[src/rtl/uart_pkg.sv]
// Shared types and constants for the UART transmitter.
package uart_pkg;

   localparam int unsigned DATA_WIDTH = 8;
   localparam int unsigned CNT_W      = $clog2(DATA_WIDTH);

   localparam logic START_BIT  = 1'b0;
   localparam logic STOP_BIT   = 1'b1;
   localparam logic IDLE_LEVEL = 1'b1;

   typedef enum logic [2:0] {
      IDLE   = 3'd0,
      START  = 3'd1,
      DATA   = 3'd2,
      PARITY = 3'd3,
      STOP   = 3'd4
   } state_e;

endpackage

[src/rtl/uart_parity_calc.sv]
// Frame parity bit: even parity is the XOR of the payload, odd is its complement.
module uart_parity_calc
   import uart_pkg::*;
(
   input  logic [DATA_WIDTH-1:0] data,
   input  logic                  par_typ,
   output logic                  parity_c
);

   assign parity_c = (^data) ^ par_typ;

endmodule

[src/rtl/uart_tx.sv]
// UART transmitter: start, 8 data bits LSB-first, optional parity, stop; one bit per clock.
module uart_tx
   import uart_pkg::*;
(
   input  logic                  clk,
   input  logic                  rst,
   input  logic [DATA_WIDTH-1:0] p_data,
   input  logic                  data_valid,
   input  logic                  par_en,
   input  logic                  par_typ,
   output logic                  tx_out,
   output logic                  busy
);

   state_e                 state_q, state_d;
   logic [CNT_W-1:0]       cnt_q, cnt_d;
   logic [DATA_WIDTH-1:0]  data_q, data_d;
   logic                   par_en_q, par_en_d;
   logic                   par_typ_q, par_typ_d;
   logic                   tx_out_q, tx_out_d;
   logic                   busy_q, busy_d;
   logic                   parity_c;
   logic                   accept_c;

   uart_parity_calc u_parity (
      .data     (data_q),
      .par_typ  (par_typ_q),
      .parity_c (parity_c)
   );

   always_ff @(posedge clk) begin
      if (rst) begin
         state_q   <= IDLE;
         cnt_q     <= '0;
         data_q    <= '0;
         par_en_q  <= 1'b0;
         par_typ_q <= 1'b0;
         tx_out_q  <= IDLE_LEVEL;
         busy_q    <= 1'b0;
      end else begin
         state_q   <= state_d;
         cnt_q     <= cnt_d;
         data_q    <= data_d;
         par_en_q  <= par_en_d;
         par_typ_q <= par_typ_d;
         tx_out_q  <= tx_out_d;
         busy_q    <= busy_d;
      end
   end

   // Outputs are computed for the state being entered, so each bit appears the cycle after its edge.
   always_comb begin
      state_d   = state_q;
      cnt_d     = cnt_q;
      data_d    = data_q;
      par_en_d  = par_en_q;
      par_typ_d = par_typ_q;
      tx_out_d  = IDLE_LEVEL;
      busy_d    = 1'b1;
      accept_c  = data_valid && ((state_q == IDLE) || (state_q == STOP));

      case (state_q)
         IDLE: begin
            busy_d = 1'b0;
         end
         START: begin
            state_d  = DATA;
            cnt_d    = '0;
            tx_out_d = data_q[0];
         end
         DATA: begin
            if (cnt_q == CNT_W'(DATA_WIDTH - 1)) begin
               if (par_en_q) begin
                  state_d  = PARITY;
                  tx_out_d = parity_c;
               end else begin
                  state_d  = STOP;
                  tx_out_d = STOP_BIT;
               end
            end else begin
               cnt_d    = cnt_q + CNT_W'(1);
               tx_out_d = data_q[cnt_q + CNT_W'(1)];
            end
         end
         PARITY: begin
            state_d  = STOP;
            tx_out_d = STOP_BIT;
         end
         STOP: begin
            state_d  = IDLE;
            busy_d   = 1'b0;
         end
         default: begin
            state_d  = IDLE;
            busy_d   = 1'b0;
         end
      endcase

      // Accepting from STOP chains the next start bit directly after the stop bit.
      if (accept_c) begin
         state_d   = START;
         cnt_d     = '0;
         data_d    = p_data;
         par_en_d  = par_en;
         par_typ_d = par_typ;
         tx_out_d  = START_BIT;
         busy_d    = 1'b1;
      end
   end

   assign tx_out = tx_out_q;
   assign busy   = busy_q;

endmodule

[config.mk]
export PLATFORM = sky130hd
export DESIGN_NAME = uart_tx
export DESIGN_NICKNAME = d
export VERILOG_FILES = /design/src/rtl/uart_pkg.sv /design/src/rtl/uart_parity_calc.sv /design/src/rtl/uart_tx.sv
export SDC_FILE = /design/constraint.sdc
export NUM_CORES = 1
export LEC_CHECK = 0
export BUFFER_PORTS_ARGS = -buffer_cell sky130_fd_sc_hd__buf_2
export CAP_MARGIN = 10
export CORE_AREA = 4 4 42 58
export CTS_CLUSTER_DIAMETER = 80
export DETAILED_ROUTE_END_ITERATION = 6
export DIE_AREA = 0 0 46 62
export MAX_ROUTING_LAYER = met4
export PLACE_DENSITY = 0.73
export SLEW_MARGIN = 30
export SYNTH_ARGS = -nofsm -noshare
export SYNTH_HDL_FRONTEND = slang
export SYNTH_SLANG_ARGS = --single-unit
[constraint.sdc]
create_clock -name clk -period 1.64 [get_ports clk]
set_input_delay 0.246 -clock clk [delete_from_list [all_inputs] [get_ports clk]]
set_output_delay 0.246 -clock clk [all_outputs]
set_load 0.02 [all_outputs]
==> results of run 1 <==
-- registers in the layout, indices dropped and copies added, names as in the netlist --
| signal | count |
|---|---|
| par_typ_q | 1 |
| tx_out | 1 |
| state_q | 3 |
| data_q | 8 |
| busy | 1 |
| par_en_q | 1 |
| cnt_q | 3 |
-- tightest hold or removal path: cells and delay by family --
family                 cells  cell delay, ps
AND/OR/NAND/NOR            1              40
AO/OA/AOI/OAI              1              50
buffers and inverters      1              90
-- through the flow --
stage          hold slack [ps]  util (%)  setup slack, ps  cell area (um2)
2_1_floorplan              382         -            -49.2              892
4_1_cts                    182      52.7            -67.9             1030
3_5_place_dp               469      51.5            -56.3             1000
6_report                   183      52.7            -69.0             1030
3_3_place_gp               460      51.5             6.17             1000
5_1_grt                    190      52.7             -111             1030
-- power groups by stage --
| stage | Combinational [uW] | Sequential (uW) | Clock (uW) |
|---|---|---|---|
| detailed placement | 187 | 493 | 0 |
| floorplan | 125 | 498 | 0 |
| CTS | 187 | 483 | 219 |
| global placement | 182 | 492 | 0 |
| global route | 210 | 486 | 236 |
| finish | 186 | 482 | 213 |
-- cell usage in the layout, fill, tap and decap left out, drive strengths merged --
cell and instances:
a211oi 2, a21oi 12, a311o 1, and2 3
buf 20, clkbuf 3, dfxtp 18, ha 2
inv 1, mux2i 6, mux4 1, nand2 22
nand2b 4, nand3 1, nor2 6, nor3 6
nor4b 1, o21ai 1, or2 1, xnor2 4
xnor3 1, xor2 2
-- logic make-up after synthesis --
kind of cell             count (synthesis)
AND/OR/NAND/NOR                         44
flip-flops                              18
AO/OA/AOI/OAI                           16
XOR/XNOR                                 7
buffers and inverters                    7
multiplexers                             7
adder cells (fa/ha/maj)                  2
-- timing repair --
action	in CTS	in global routing
setup endpoints to repair	1	1
resized for setup	1	0
hold buffers	0	0
pin swaps	0	1
-- layout make-up --
type                       count  area, um2  area share [%]
inverter                       1       3.75           0.365
tap                           21       26.3            2.56
sequential                    18        363            35.3
timing repair buffer          20        115            11.2
multi-input combinational     76        497            48.4
clock buffer                   3       22.5            2.19
-- metal layers --
| metal | vias to the layer above | wire, um | track usage [%] | part of all wire [%] |
|---|---|---|---|---|
| met5 | - | 0 | - | 0 |
| met4 | 0 | 8 | 7.32 | 0.46 |
| met3 | 2 | 45 | 1.73 | 2.6 |
| met2 | 9 | 1020 | 29.3 | 59 |
| met1 | 343 | 659 | 13.9 | 38 |
| li1 | 374 | - | - | - |
-- path summary, 6_finish.rpt --
check              endpoint  slack [ps]  cells past startpoint
setup / recovery     tx_out         -70                      6
hold / removal     par_en_q         180                      3
setup reg to reg     tx_out         -70                      6
hold reg to reg   par_typ_q         480                      2
==> impl_metrics.prom, run 1 <==
# TYPE chip_impl_metric gauge
chip_impl_info{name="outcome",value="complete, but fails checks"} 1
chip_impl_info{name="failed_checks",value="negative setup slack"} 1
chip_impl_metric{name="synth_mux_area_share",unit="%"} 9.61
chip_impl_metric{name="detail_route.first_pass.iterations",unit=""} 4
chip_impl_info{name="netlist.top_cell.by_area",value="sky130_fd_sc_hd__dfxtp_1"} 1
chip_impl_metric{name="clock_share_of_power",unit="%"} 24.2
chip_impl_metric{name="clockBufferDepth",unit=""} 2
chip_impl_metric{name="floorplan.io_pins",unit=""} 15
chip_impl_metric{name="post-cts-setup-buffer-count",unit=""} 0
chip_impl_metric{name="routed_wirelength",unit="um"} 1740
chip_impl_metric{name="fin_skew",unit="ps"} 5.95
chip_impl_metric{name="power.share.switching",unit="%"} 27.1
chip_impl_metric{name="largest_net_degree_at_the_start_of_global_routing",unit=""} 19
chip_impl_metric{name="grt_overall_usage",unit="%"} 15.1
chip_impl_metric{name="tritoncts_num_sinks",unit=""} 18
chip_impl_info{name="worstSetupEndpointType",value="flop"} 1
chip_impl_metric{name="p_int",unit="uW"} 642
chip_impl_metric{name="power.combinational.fraction",unit="%"} 21.1
chip_impl_metric{name="yosysWarningCount",unit=""} 0
chip_impl_metric{name="min_period_over_period",unit="%"} 104
chip_impl_metric{name="leakagePower",unit="uW"} 0.000425
chip_impl_metric{name="synth-xor-area-share",unit="%"} 8.73
chip_impl_metric{name="synth_edf_count",unit=""} 0
chip_impl_metric{name="die_area",unit="um2"} 2850
chip_impl_metric{name="net-switching-power",unit="uW"} 239
chip_impl_info{name="critPathTopFamily",value="adder cells"} 1
chip_impl_metric{name="core_area",unit="um2"} 1950
chip_impl_metric{name="fin_ws",unit="ps"} -69.0
chip_impl_metric{name="largest_stage_delay_worst_path",unit="ps"} 350
chip_impl_info{name="synth_top_flop_cell",value="sky130_fd_sc_hd__dfxtp_1"} 1
chip_impl_info{name="setup_repair_after_global_routing_missed_its_margin",value="yes"} 1
chip_impl_metric{name="seq_power_share",unit="%"} 54.8
chip_impl_metric{name="avgSynthCellArea",unit="um2"} 8.51
chip_impl_metric{name="area_growth_syn_to_layout",unit="%"} 19.5
chip_impl_metric{name="floorplan.die.width",unit="um"} 46
chip_impl_metric{name="post_synth_num_cell_types",unit=""} 22
chip_impl_metric{name="wl_per_cell",unit="um"} 12.5
chip_impl_metric{name="io_buffer_count",unit=""} 14
chip_impl_metric{name="synth_top_area_share",unit="%"} 41.9
chip_impl_info{name="cts_root_buf",value="sky130_fd_sc_hd__clkbuf_4"} 1
chip_impl_metric{name="setup_viol",unit=""} 1
chip_impl_metric{name="std_cell_rows",unit=""} 19
chip_impl_metric{name="finalNonFillerCells",unit=""} 139
chip_impl_info{name="synth_common_cells",value="22 x sky130_fd_sc_hd__nand2_1, 18 x sky130_fd_sc_hd__dfxtp_1, 12 x sky130_fd_sc_hd__a21oi_1"} 1
chip_impl_metric{name="synthesis.instances",unit=""} 101
chip_impl_metric{name="post-place-cells",unit=""} 136
chip_impl_metric{name="detailedRoute.firstIterationViolations",unit=""} 10
chip_impl_metric{name="detail_route.vias_per_cell",unit=""} 5.24
chip_impl_metric{name="vdd_ir_drop_max",unit="mV"} 0.573
chip_impl_metric{name="h-tree-depth",unit=""} 1
chip_impl_metric{name="synth-seq-area-share",unit="%"} 41.9
chip_impl_metric{name="ant_nets",unit=""} 0
chip_impl_metric{name="worst_slew_margin",unit="%"} 77.0
chip_impl_metric{name="syn_nets",unit=""} 116
chip_impl_metric{name="hold_violations",unit=""} 0
chip_impl_metric{name="count_of_buffer_and_inverter_cells_on_the_critical_path",unit=""} 0
chip_impl_metric{name="fin_tns_setup",unit="ps"} -69.0
chip_impl_metric{name="arrival",unit="ps"} 1890
chip_impl_info{name="dominant_cell_by_count_in_the_synthesized_netlist",value="sky130_fd_sc_hd__nand2_1"} 1
chip_impl_metric{name="num-fill-cells",unit=""} 204
chip_impl_metric{name="dr_total_vias",unit=""} 728
chip_impl_metric{name="cts.clk_slew.worst_paths",unit="ps"} 100
chip_impl_info{name="setup.worst_path.start_class",value="flop"} 1
chip_impl_info{name="synth_top_family_by_area",value="simple AND/OR/NAND/NOR gates"} 1
chip_impl_info{name="crit_top_cell",value="sky130_fd_sc_hd__ha_4"} 1
chip_impl_info{name="timing.hold.worst.start",value="par_en"} 1
chip_impl_metric{name="drc",unit=""} 0
chip_impl_info{name="timing.rr.start",value="cnt_q[0]"} 1
chip_impl_metric{name="syn_area",unit="um2"} 860
chip_impl_metric{name="floorplan.initialDensity",unit="%"} 44.1
chip_impl_metric{name="final_max_slew_viol_count",unit=""} 0
chip_impl_metric{name="gp_congestion",unit=""} 0.821
chip_impl_metric{name="cap_violations",unit=""} 0
chip_impl_info{name="critical_path.cell_chain",value="ha_4, ha_4, mux2i_1, mux4_2, nand2b_1, a311o_1"} 1
chip_impl_metric{name="synth-adder-area-share",unit="%"} 2.91
chip_impl_metric{name="finish.net_count",unit=""} 135
chip_impl_metric{name="detailedPlacementHpwl",unit="um"} 1370
chip_impl_info{name="slowest_stage",value="sky130_fd_sc_hd__dfxtp_2"} 1
chip_impl_metric{name="synth_compound_area_share",unit="%"} 10.5
chip_impl_metric{name="synth.ff_latch_count",unit=""} 18
chip_impl_metric{name="required",unit="ps"} 1820
chip_impl_info{name="hold_path.class",value="in2reg"} 1
chip_impl_metric{name="number_of_antenna_violations_at_the_first_check_in_global_routing",unit=""} 0
chip_impl_metric{name="timing.critical_path.fanout_max",unit=""} 5
chip_impl_metric{name="numCtsBuffers",unit=""} 3
chip_impl_info{name="worst_setup_path_startpoint",value="cnt_q[0]"} 1
chip_impl_metric{name="ys_async_sr_fraction",unit="%"} 0
chip_impl_metric{name="diodes",unit=""} 0
chip_impl_metric{name="floorplan.die.height",unit="um"} 62
chip_impl_metric{name="design_power_total",unit="uW"} 880
chip_impl_metric{name="least_margin_pin_slew",unit="ps"} 344
chip_impl_info{name="worst-setup-path-type",value="reg2reg"} 1
chip_impl_info{name="netlist_top_cells_area",value="sky130_fd_sc_hd__dfxtp_1 42%, sky130_fd_sc_hd__nand2_1 9.6%, sky130_fd_sc_hd__a21oi_1 7.0%, sky130_fd_sc_hd__mux2i_1 7.0%, sky130_fd_sc_hd__xnor2_1 4.1%"} 1
chip_impl_metric{name="insertion_delay",unit="ps"} 290
chip_impl_metric{name="synth_simple_gate_area_share",unit="%"} 23.1
chip_impl_metric{name="timing.final.crit_period",unit="ps"} 1710
chip_impl_metric{name="grt_first_pass_wirelength",unit="um"} 3090
chip_impl_metric{name="power-per-cell-area",unit="nW/um2"} 857
chip_impl_metric{name="layout_cell_share_with_drive_strength_beyond_1",unit="%"} 24.6
chip_impl_metric{name="achievable-frequency",unit="GHz"} 0.585
chip_impl_info{name="cts_tree",value="done"} 1
chip_impl_metric{name="grt-ovfl-total",unit=""} 0
chip_impl_metric{name="grt_pass1_vias",unit=""} 757
(Power assumes the default switching activity.)
==> inputs of run 2 (changes only) <==
CORE_AREA = 4 4 48 50   (was 4 4 42 58)
DIE_AREA = 0 0 52 54   (was 0 0 46 62)
PLACE_DENSITY = 0.69   (was 0.73)
SKIP_CTS_REPAIR_TIMING = 1   (was not set)
==> run 2 against run 1 <==
Net effect:
- maximum frequency is 1.2% higher
- the flow still finishes with violations (negative setup slack)
- largest power group unchanged
- total power rose by 7.9%
- flip-flop and latch count did not move
- clock skew fell by 0.98 ps
- first-iteration DRC count down 30%
- core utilization rose by 2.4 points
- clock power grew 33%
- setup slack improved by 21 ps
- hold slack lost 19 ps
- sequential power barely moved
==> impl_metrics.prom, run 2 (synthesized netlist as in run 1, its figures left out) <==
# TYPE chip_impl_metric gauge
chip_impl_metric{name="post-place-cells",unit=""} 142
chip_impl_metric{name="gp_congestion",unit=""} 0.816
chip_impl_metric{name="area_growth_syn_to_layout",unit="%"} 22.0
chip_impl_metric{name="detailedRoute.firstIterationViolations",unit=""} 7
chip_impl_info{name="critical_path.cell_chain",value="ha_4, ha_4, mux2i_1, mux4_2, nand2b_1, a311o_1"} 1
chip_impl_info{name="worst-setup-path-type",value="reg2reg"} 1
chip_impl_metric{name="min_period_over_period",unit="%"} 103
chip_impl_metric{name="clockBufferDepth",unit=""} 2
chip_impl_info{name="worstSetupEndpointType",value="flop"} 1
chip_impl_metric{name="final_design_area_no_fill",unit="um2"} 1050
chip_impl_info{name="layout.cells.most_common",value="sky130_fd_sc_hd__nand2_1"} 1
chip_impl_metric{name="routed_wirelength",unit="um"} 1660
chip_impl_metric{name="number_of_antenna_violations_at_the_first_check_in_global_routing",unit=""} 0
chip_impl_info{name="cts_root_buf",value="sky130_fd_sc_hd__clkbuf_4"} 1
chip_impl_metric{name="arrival",unit="ps"} 1890
chip_impl_metric{name="leakagePower",unit="uW"} 0.000434
chip_impl_metric{name="detail_route.vias_per_cell",unit=""} 4.95
chip_impl_metric{name="number_of_flip_flops_in_the_largest_register",unit=""} 8
chip_impl_info{name="leading_cell_types_in_the_layout_fill_and_taps_excluded",value="22 x sky130_fd_sc_hd__nand2_1, 16 x sky130_fd_sc_hd__dfxtp_1, 14 x sky130_fd_sc_hd__buf_2"} 1
chip_impl_metric{name="final_max_slew_viol_count",unit=""} 0
chip_impl_info{name="setup.worst_path.start_class",value="flop"} 1
chip_impl_metric{name="grt-ovfl-total",unit=""} 0
chip_impl_info{name="failed_checks",value="negative setup slack"} 1
chip_impl_metric{name="setup_viol",unit=""} 1
chip_impl_info{name="hold_path.class",value="in2reg"} 1
chip_impl_metric{name="fin_skew",unit="ps"} 4.97
chip_impl_metric{name="cap_violations",unit=""} 0
chip_impl_metric{name="num-fill-cells",unit=""} 185
chip_impl_metric{name="grt_overall_usage",unit="%"} 14.4
chip_impl_metric{name="dpl-instance-area",unit="um2"} 1010
chip_impl_metric{name="floorplan.die.width",unit="um"} 52
chip_impl_metric{name="floorplan.initialDensity",unit="%"} 45.2
chip_impl_metric{name="timing.reg2reg.worst_path_depth",unit=""} 6
chip_impl_metric{name="power-per-cell-area",unit="nW/um2"} 906
chip_impl_metric{name="io_buffer_count",unit=""} 14
chip_impl_metric{name="drc",unit=""} 0
chip_impl_metric{name="layout_cell_share_with_drive_strength_beyond_1",unit="%"} 25.2
chip_impl_info{name="top_reg_by_flops",value="data_q"} 1
chip_impl_metric{name="worst_slew_margin",unit="%"} 76.8
chip_impl_metric{name="detail_route.first_pass.iterations",unit=""} 4
chip_impl_metric{name="diodes",unit=""} 0
chip_impl_metric{name="hold_depth",unit=""} 3
chip_impl_info{name="outcome",value="complete, but fails checks"} 1
chip_impl_metric{name="achievable-frequency",unit="GHz"} 0.592
chip_impl_metric{name="h-tree-depth",unit=""} 1
chip_impl_info{name="crit_top_cell",value="sky130_fd_sc_hd__ha_4"} 1
chip_impl_metric{name="core_area",unit="um2"} 1900
chip_impl_metric{name="count_of_buffer_and_inverter_cells_on_the_critical_path",unit=""} 0
chip_impl_metric{name="finish.net_count",unit=""} 135
chip_impl_metric{name="grt_first_pass_wirelength",unit="um"} 2770
chip_impl_metric{name="timing.critical_path.fanout_max",unit=""} 5
chip_impl_info{name="slowest_stage",value="sky130_fd_sc_hd__dfxtp_2"} 1
chip_impl_info{name="setup_repair_after_global_routing_missed_its_margin",value="yes"} 1
chip_impl_metric{name="fin_ws",unit="ps"} -47.9
chip_impl_metric{name="required",unit="ps"} 1840
chip_impl_info{name="cts_tree",value="done"} 1
chip_impl_metric{name="dr_total_vias",unit=""} 723
chip_impl_metric{name="numCtsBuffers",unit=""} 3
chip_impl_metric{name="vdd_ir_drop_max",unit="mV"} 0.461
chip_impl_metric{name="tritoncts_num_sinks",unit=""} 18
chip_impl_metric{name="wl_per_cell",unit="um"} 11.3
chip_impl_metric{name="fin_tns_setup",unit="ps"} -47.9
chip_impl_info{name="largest_registers",value="data_q x8, cnt_q x3, state_q x3"} 1
chip_impl_metric{name="least_margin_pin_slew",unit="ps"} 346
chip_impl_metric{name="floorplan.io_pins",unit=""} 15
chip_impl_info{name="critPathTopFamily",value="adder cells"} 1
chip_impl_metric{name="die_area",unit="um2"} 2810
chip_impl_metric{name="ant_nets",unit=""} 0
chip_impl_metric{name="cts.clk_slew.worst_paths",unit="ps"} 110
chip_impl_metric{name="grt_pass1_vias",unit=""} 668
chip_impl_metric{name="cp_num_cells",unit=""} 6
chip_impl_metric{name="hold_violations",unit=""} 0
chip_impl_metric{name="std_cell_rows",unit=""} 16
chip_impl_metric{name="largest_net_degree_at_the_start_of_global_routing",unit=""} 19
chip_impl_metric{name="floorplan.die.height",unit="um"} 54
chip_impl_metric{name="detailedPlacementHpwl",unit="um"} 1250
chip_impl_metric{name="insertion_delay",unit="ps"} 300
chip_impl_metric{name="timing.final.crit_period",unit="ps"} 1690
chip_impl_metric{name="finalNonFillerCells",unit=""} 146
chip_impl_metric{name="largest_stage_delay_worst_path",unit="ps"} 350
-- run 2: changes by cell type in the layout (fill, tap and decap cells not counted) --
cell and change:
sky130_fd_sc_hd__clkbuf_8 +1
-- run 2: area by class of cell --
cell class / instances / area, um2 / share of cell area [%]
Multi-Input combinational cell: 76 / 497 / 47.4
Sequential cell: 18 / 363 / 34.6
Timing Repair Buffer: 20 / 115 / 11.0
Clock buffer: 4 / 36.3 / 3.46
Tap cell: 27 / 33.8 / 3.22
Inverter: 1 / 3.75 / 0.358
-- run 2: report_power, final --
group | total (uW) | internal (uW) | switching (uW) | leakage, uW
combinational | 183 | 92.7 | 90.1 | 0.000265
sequential | 483 | 464 | 18.8 | 0.000149
clock | 284 | 136 | 148 | 0.0000210
-- run 2: worst paths after layout --
kind                                 from   endpoint  slack, ps
worst max-delay path             cnt_q[1]     tx_out        -50
worst min-delay path            p_data[0]  data_q[0]        160
worst max register to register   cnt_q[1]     tx_out        -50
worst min register to register  par_typ_q  par_typ_q        490
-- run 2: metal layers --
| layer | up-vias | GRT usage (%) | share of wire [%] |
|---|---|---|---|
| li1 | 377 | - | - |
| met1 | 320 | 16.7 | 43 |
| met2 | 21 | 22.2 | 48 |
| met3 | 5 | 3.60 | 6.4 |
| met4 | 0 | 9.17 | 2.3 |
| met5 | - | - | 0 |
-- run 2: through the flow --
step	power [uW]	utilization [%]	setup WS (ps)	hold slack [ps]
after floorplan	623	-	-49.2	382
after global placement	674	53.2	-5.82	461
after detailed placement	677	53.2	-45.6	477
after CTS	957	55.1	-61.0	159
after global routing	998	55.1	-152	158
final	950	55.1	-47.9	164
-- run 2: tightest hold or removal path, cell delays in order --
cell	delay (ps)
sky130_fd_sc_hd__buf_2	90
sky130_fd_sc_hd__nand2_1	40
sky130_fd_sc_hd__a21oi_1	50
==> inputs of run 3 (changes only) <==
CTS_BUF_LIST = sky130_fd_sc_hd__clkbuf_8 sky130_fd_sc_hd__clkbuf_16   (was not set)
==> run 3 against run 2 <==
Net effect:
- the flow still finishes with violations (negative setup slack)
- routed wire length up 0.97%
- core utilization up 0.99 points
- die area stayed put
- hold slack gained 57 ps
- clock skew fell by 2.5 ps
- sequential power is essentially flat
- final area increased by 1.8%
- flip-flop and latch count did not move
- total power grew 8.5%
- sequential share of layout area down 0.61 points
==> impl_metrics.prom, run 3 (synthesized netlist as in run 1, its figures left out) <==
# TYPE chip_impl_metric gauge
chip_impl_metric{name="routed_wirelength",unit="um"} 1670
chip_impl_metric{name="die_area",unit="um2"} 2810
chip_impl_info{name="outcome",value="complete, but fails checks"} 1
chip_impl_metric{name="detail_route.vias_per_cell",unit=""} 4.92
chip_impl_metric{name="fin_skew",unit="ps"} 2.43
chip_impl_metric{name="setup_viol",unit=""} 1
chip_impl_info{name="crit_top_cell",value="sky130_fd_sc_hd__ha_4"} 1
chip_impl_metric{name="drc",unit=""} 0
chip_impl_info{name="worst-setup-path-type",value="reg2reg"} 1
chip_impl_metric{name="final_max_slew_viol_count",unit=""} 0
chip_impl_metric{name="floorplan.initialDensity",unit="%"} 45.2
chip_impl_metric{name="floorplan.die.height",unit="um"} 54
chip_impl_info{name="largest_registers",value="data_q x8, cnt_q x3, state_q x3"} 1
chip_impl_metric{name="timing.final.crit_period",unit="ps"} 1680
chip_impl_metric{name="m1WireLength",unit="um"} 760
chip_impl_metric{name="vdd_ir_drop_max",unit="mV"} 0.599
chip_impl_info{name="hold_path.class",value="in2reg"} 1
chip_impl_metric{name="tritoncts_num_sinks",unit=""} 18
chip_impl_metric{name="ant_nets",unit=""} 0
chip_impl_info{name="worstSetupEndpointType",value="flop"} 1
chip_impl_metric{name="met3_length",unit="um"} 84
chip_impl_metric{name="power.combinational.fraction",unit="%"} 17.8
chip_impl_metric{name="hold_violations",unit=""} 0
chip_impl_metric{name="least_margin_pin_slew",unit="ps"} 352
chip_impl_metric{name="num-fill-cells",unit=""} 182
chip_impl_metric{name="number_of_antenna_violations_at_the_first_check_in_global_routing",unit=""} 0
chip_impl_info{name="critical_path.cell_chain",value="ha_4, ha_4, mux2i_1, mux4_2, nand2b_1, a311o_1"} 1
chip_impl_metric{name="largest_net_degree_at_the_start_of_global_routing",unit=""} 19
chip_impl_info{name="failed_checks",value="negative setup slack"} 1
chip_impl_metric{name="detailedPlacementHpwl",unit="um"} 1250
chip_impl_info{name="crit-reg2reg-capture",value="tx_out"} 1
chip_impl_metric{name="grt_first_pass_wirelength",unit="um"} 2880
chip_impl_metric{name="timing.reg2reg.worst_path_depth",unit=""} 6
chip_impl_info{name="setup.worst_path.start_class",value="flop"} 1
chip_impl_metric{name="leakagePower",unit="uW"} 0.000442
chip_impl_metric{name="dr_total_vias",unit=""} 719
chip_impl_metric{name="grt_pass1_vias",unit=""} 680
chip_impl_metric{name="grt-ovfl-total",unit=""} 0
chip_impl_info{name="layout.cells.most_common",value="sky130_fd_sc_hd__nand2_1"} 1
chip_impl_metric{name="floorplan.io_pins",unit=""} 15
chip_impl_info{name="setup_repair_after_global_routing_missed_its_margin",value="yes"} 1
chip_impl_metric{name="number_of_flip_flops_in_the_largest_register",unit=""} 8
chip_impl_metric{name="achievable-frequency",unit="GHz"} 0.594
chip_impl_metric{name="seq_power_share",unit="%"} 46.9
chip_impl_metric{name="detailedRoute.firstIterationViolations",unit=""} 11
chip_impl_metric{name="power.share.switching",unit="%"} 25.2
chip_impl_metric{name="io_buffer_count",unit=""} 14
chip_impl_metric{name="insertion_delay",unit="ps"} 250
chip_impl_metric{name="power-per-cell-area",unit="nW/um2"} 965
chip_impl_metric{name="std_cell_rows",unit=""} 16
chip_impl_metric{name="floorplan.die.width",unit="um"} 52
chip_impl_metric{name="h-tree-depth",unit=""} 1
chip_impl_metric{name="cap_violations",unit=""} 0
chip_impl_metric{name="detail_route.first_pass.iterations",unit=""} 4
chip_impl_metric{name="p_int",unit="uW"} 770
chip_impl_metric{name="worst_slew_margin",unit="%"} 76.5
chip_impl_metric{name="finish.net_count",unit=""} 135
chip_impl_info{name="cts_tree",value="done"} 1
chip_impl_metric{name="required",unit="ps"} 1780
chip_impl_metric{name="fin_ws",unit="ps"} -42.3
chip_impl_metric{name="route.met2.wl",unit="um"} 794
chip_impl_metric{name="cts.clk_slew.worst_paths",unit="ps"} 70
chip_impl_metric{name="dpl-instance-area",unit="um2"} 1010
chip_impl_metric{name="area_growth_syn_to_layout",unit="%"} 24.2
chip_impl_metric{name="min_period_over_period",unit="%"} 103
chip_impl_metric{name="gp_congestion",unit=""} 0.816
chip_impl_metric{name="largest_stage_delay_worst_path",unit="ps"} 340
chip_impl_info{name="timing.rr.start",value="cnt_q[0]"} 1
chip_impl_metric{name="diodes",unit=""} 0
chip_impl_metric{name="grt_overall_usage",unit="%"} 14.7
chip_impl_metric{name="final_design_area_no_fill",unit="um2"} 1070
chip_impl_metric{name="layout_cell_share_with_drive_strength_beyond_1",unit="%"} 25.2
chip_impl_metric{name="arrival",unit="ps"} 1830
chip_impl_metric{name="numCtsBuffers",unit=""} 3
chip_impl_metric{name="clockBufferDepth",unit=""} 2
chip_impl_info{name="cts_root_buf",value="sky130_fd_sc_hd__clkbuf_8"} 1
chip_impl_metric{name="net-switching-power",unit="uW"} 260
chip_impl_info{name="slowest_stage",value="sky130_fd_sc_hd__dfxtp_2"} 1
chip_impl_metric{name="r2r_setup_slack",unit="ps"} -40
chip_impl_info{name="worstSetupEndpoint",value="tx_out"} 1
chip_impl_metric{name="clock_share_of_power",unit="%"} 35.3
chip_impl_info{name="worst_setup_path_startpoint",value="cnt_q[0]"} 1
chip_impl_info{name="top_reg_by_flops",value="data_q"} 1
chip_impl_metric{name="core_area",unit="um2"} 1900
chip_impl_metric{name="timing.critical_path.fanout_max",unit=""} 5
chip_impl_metric{name="wl_per_cell",unit="um"} 11.4
chip_impl_info{name="leading_cell_types_in_the_layout_fill_and_taps_excluded",value="22 x sky130_fd_sc_hd__nand2_1, 16 x sky130_fd_sc_hd__dfxtp_1, 14 x sky130_fd_sc_hd__buf_2"} 1
chip_impl_metric{name="post_placement_setup_slack",unit="ps"} -45.6
chip_impl_info{name="highest_layer",value="met4"} 1
[run 3: cell counts in the layout (fill, tap and decap cells not counted)]
No cell type changed its count.
[run 3: worst min path at each step]
| stage | slack [ps] | startpoint | endpoint | cells past startpoint |
|---|---|---|---|---|
| floorplan | 380 | par_typ | par_typ_q | 2 |
| global placement | 460 | par_typ_q | par_typ_q | 2 |
| detailed placement | 480 | par_typ_q | par_typ_q | 2 |
| CTS | 220 | p_data[0] | data_q[0] | 3 |
| global route | 220 | p_data[6] | data_q[6] | 3 |
| finish | 220 | p_data[0] | data_q[0] | 3 |
[run 3: worst max-delay path, delay by kind of cell, from the launching register on]
family	cells	cell delay, ps
compound gates	1	300
fa+ha+maj	2	450
flops	1	340
mux	2	430
simple gates	1	50
[run 3: layout make-up]
cell class	count	area, um2	area share, %
Multi-Input combinational cell	76	497	46.5
Sequential cell	18	363	34.0
Timing Repair Buffer	20	115	10.8
Clock buffer	4	55.1	5.16
Tap cell	27	33.8	3.17
Inverter	1	3.75	0.352
[run 3: power by group through the flow]
stage,Sequential (uW),Clock (uW),Combinational [uW]
5_1_grt,486,392,204
3_3_place_gp,492,0,182
6_report,483,364,183
2_1_floorplan,498,0,125
4_1_cts,483,368,185
3_5_place_dp,493,0,184
[run 3: routing by layer]
| metal | GRT usage, % | vias up |
|---|---|---|
| met5 | - | - |
| met4 | 7.86 | 0 |
| met3 | 4.43 | 5 |
| met2 | 22.6 | 15 |
| met1 | 17.3 | 322 |
| li1 | - | 377 |
[run 3: metrics by stage]
stage / instances / TNS (ps) / power, uW / hold WS, ps / util [%]
floorplan: 101 / -49.2 / 623 / 382 / -
global placement: 142 / -5.82 / 674 / 461 / 53.2
detailed placement: 142 / -45.6 / 677 / 477 / 53.2
CTS: 146 / -56.4 / 1040 / 221 / 56.1
global route: 146 / -146 / 1080 / 219 / 56.1
finish: 146 / -42.3 / 1030 / 221 / 56.1
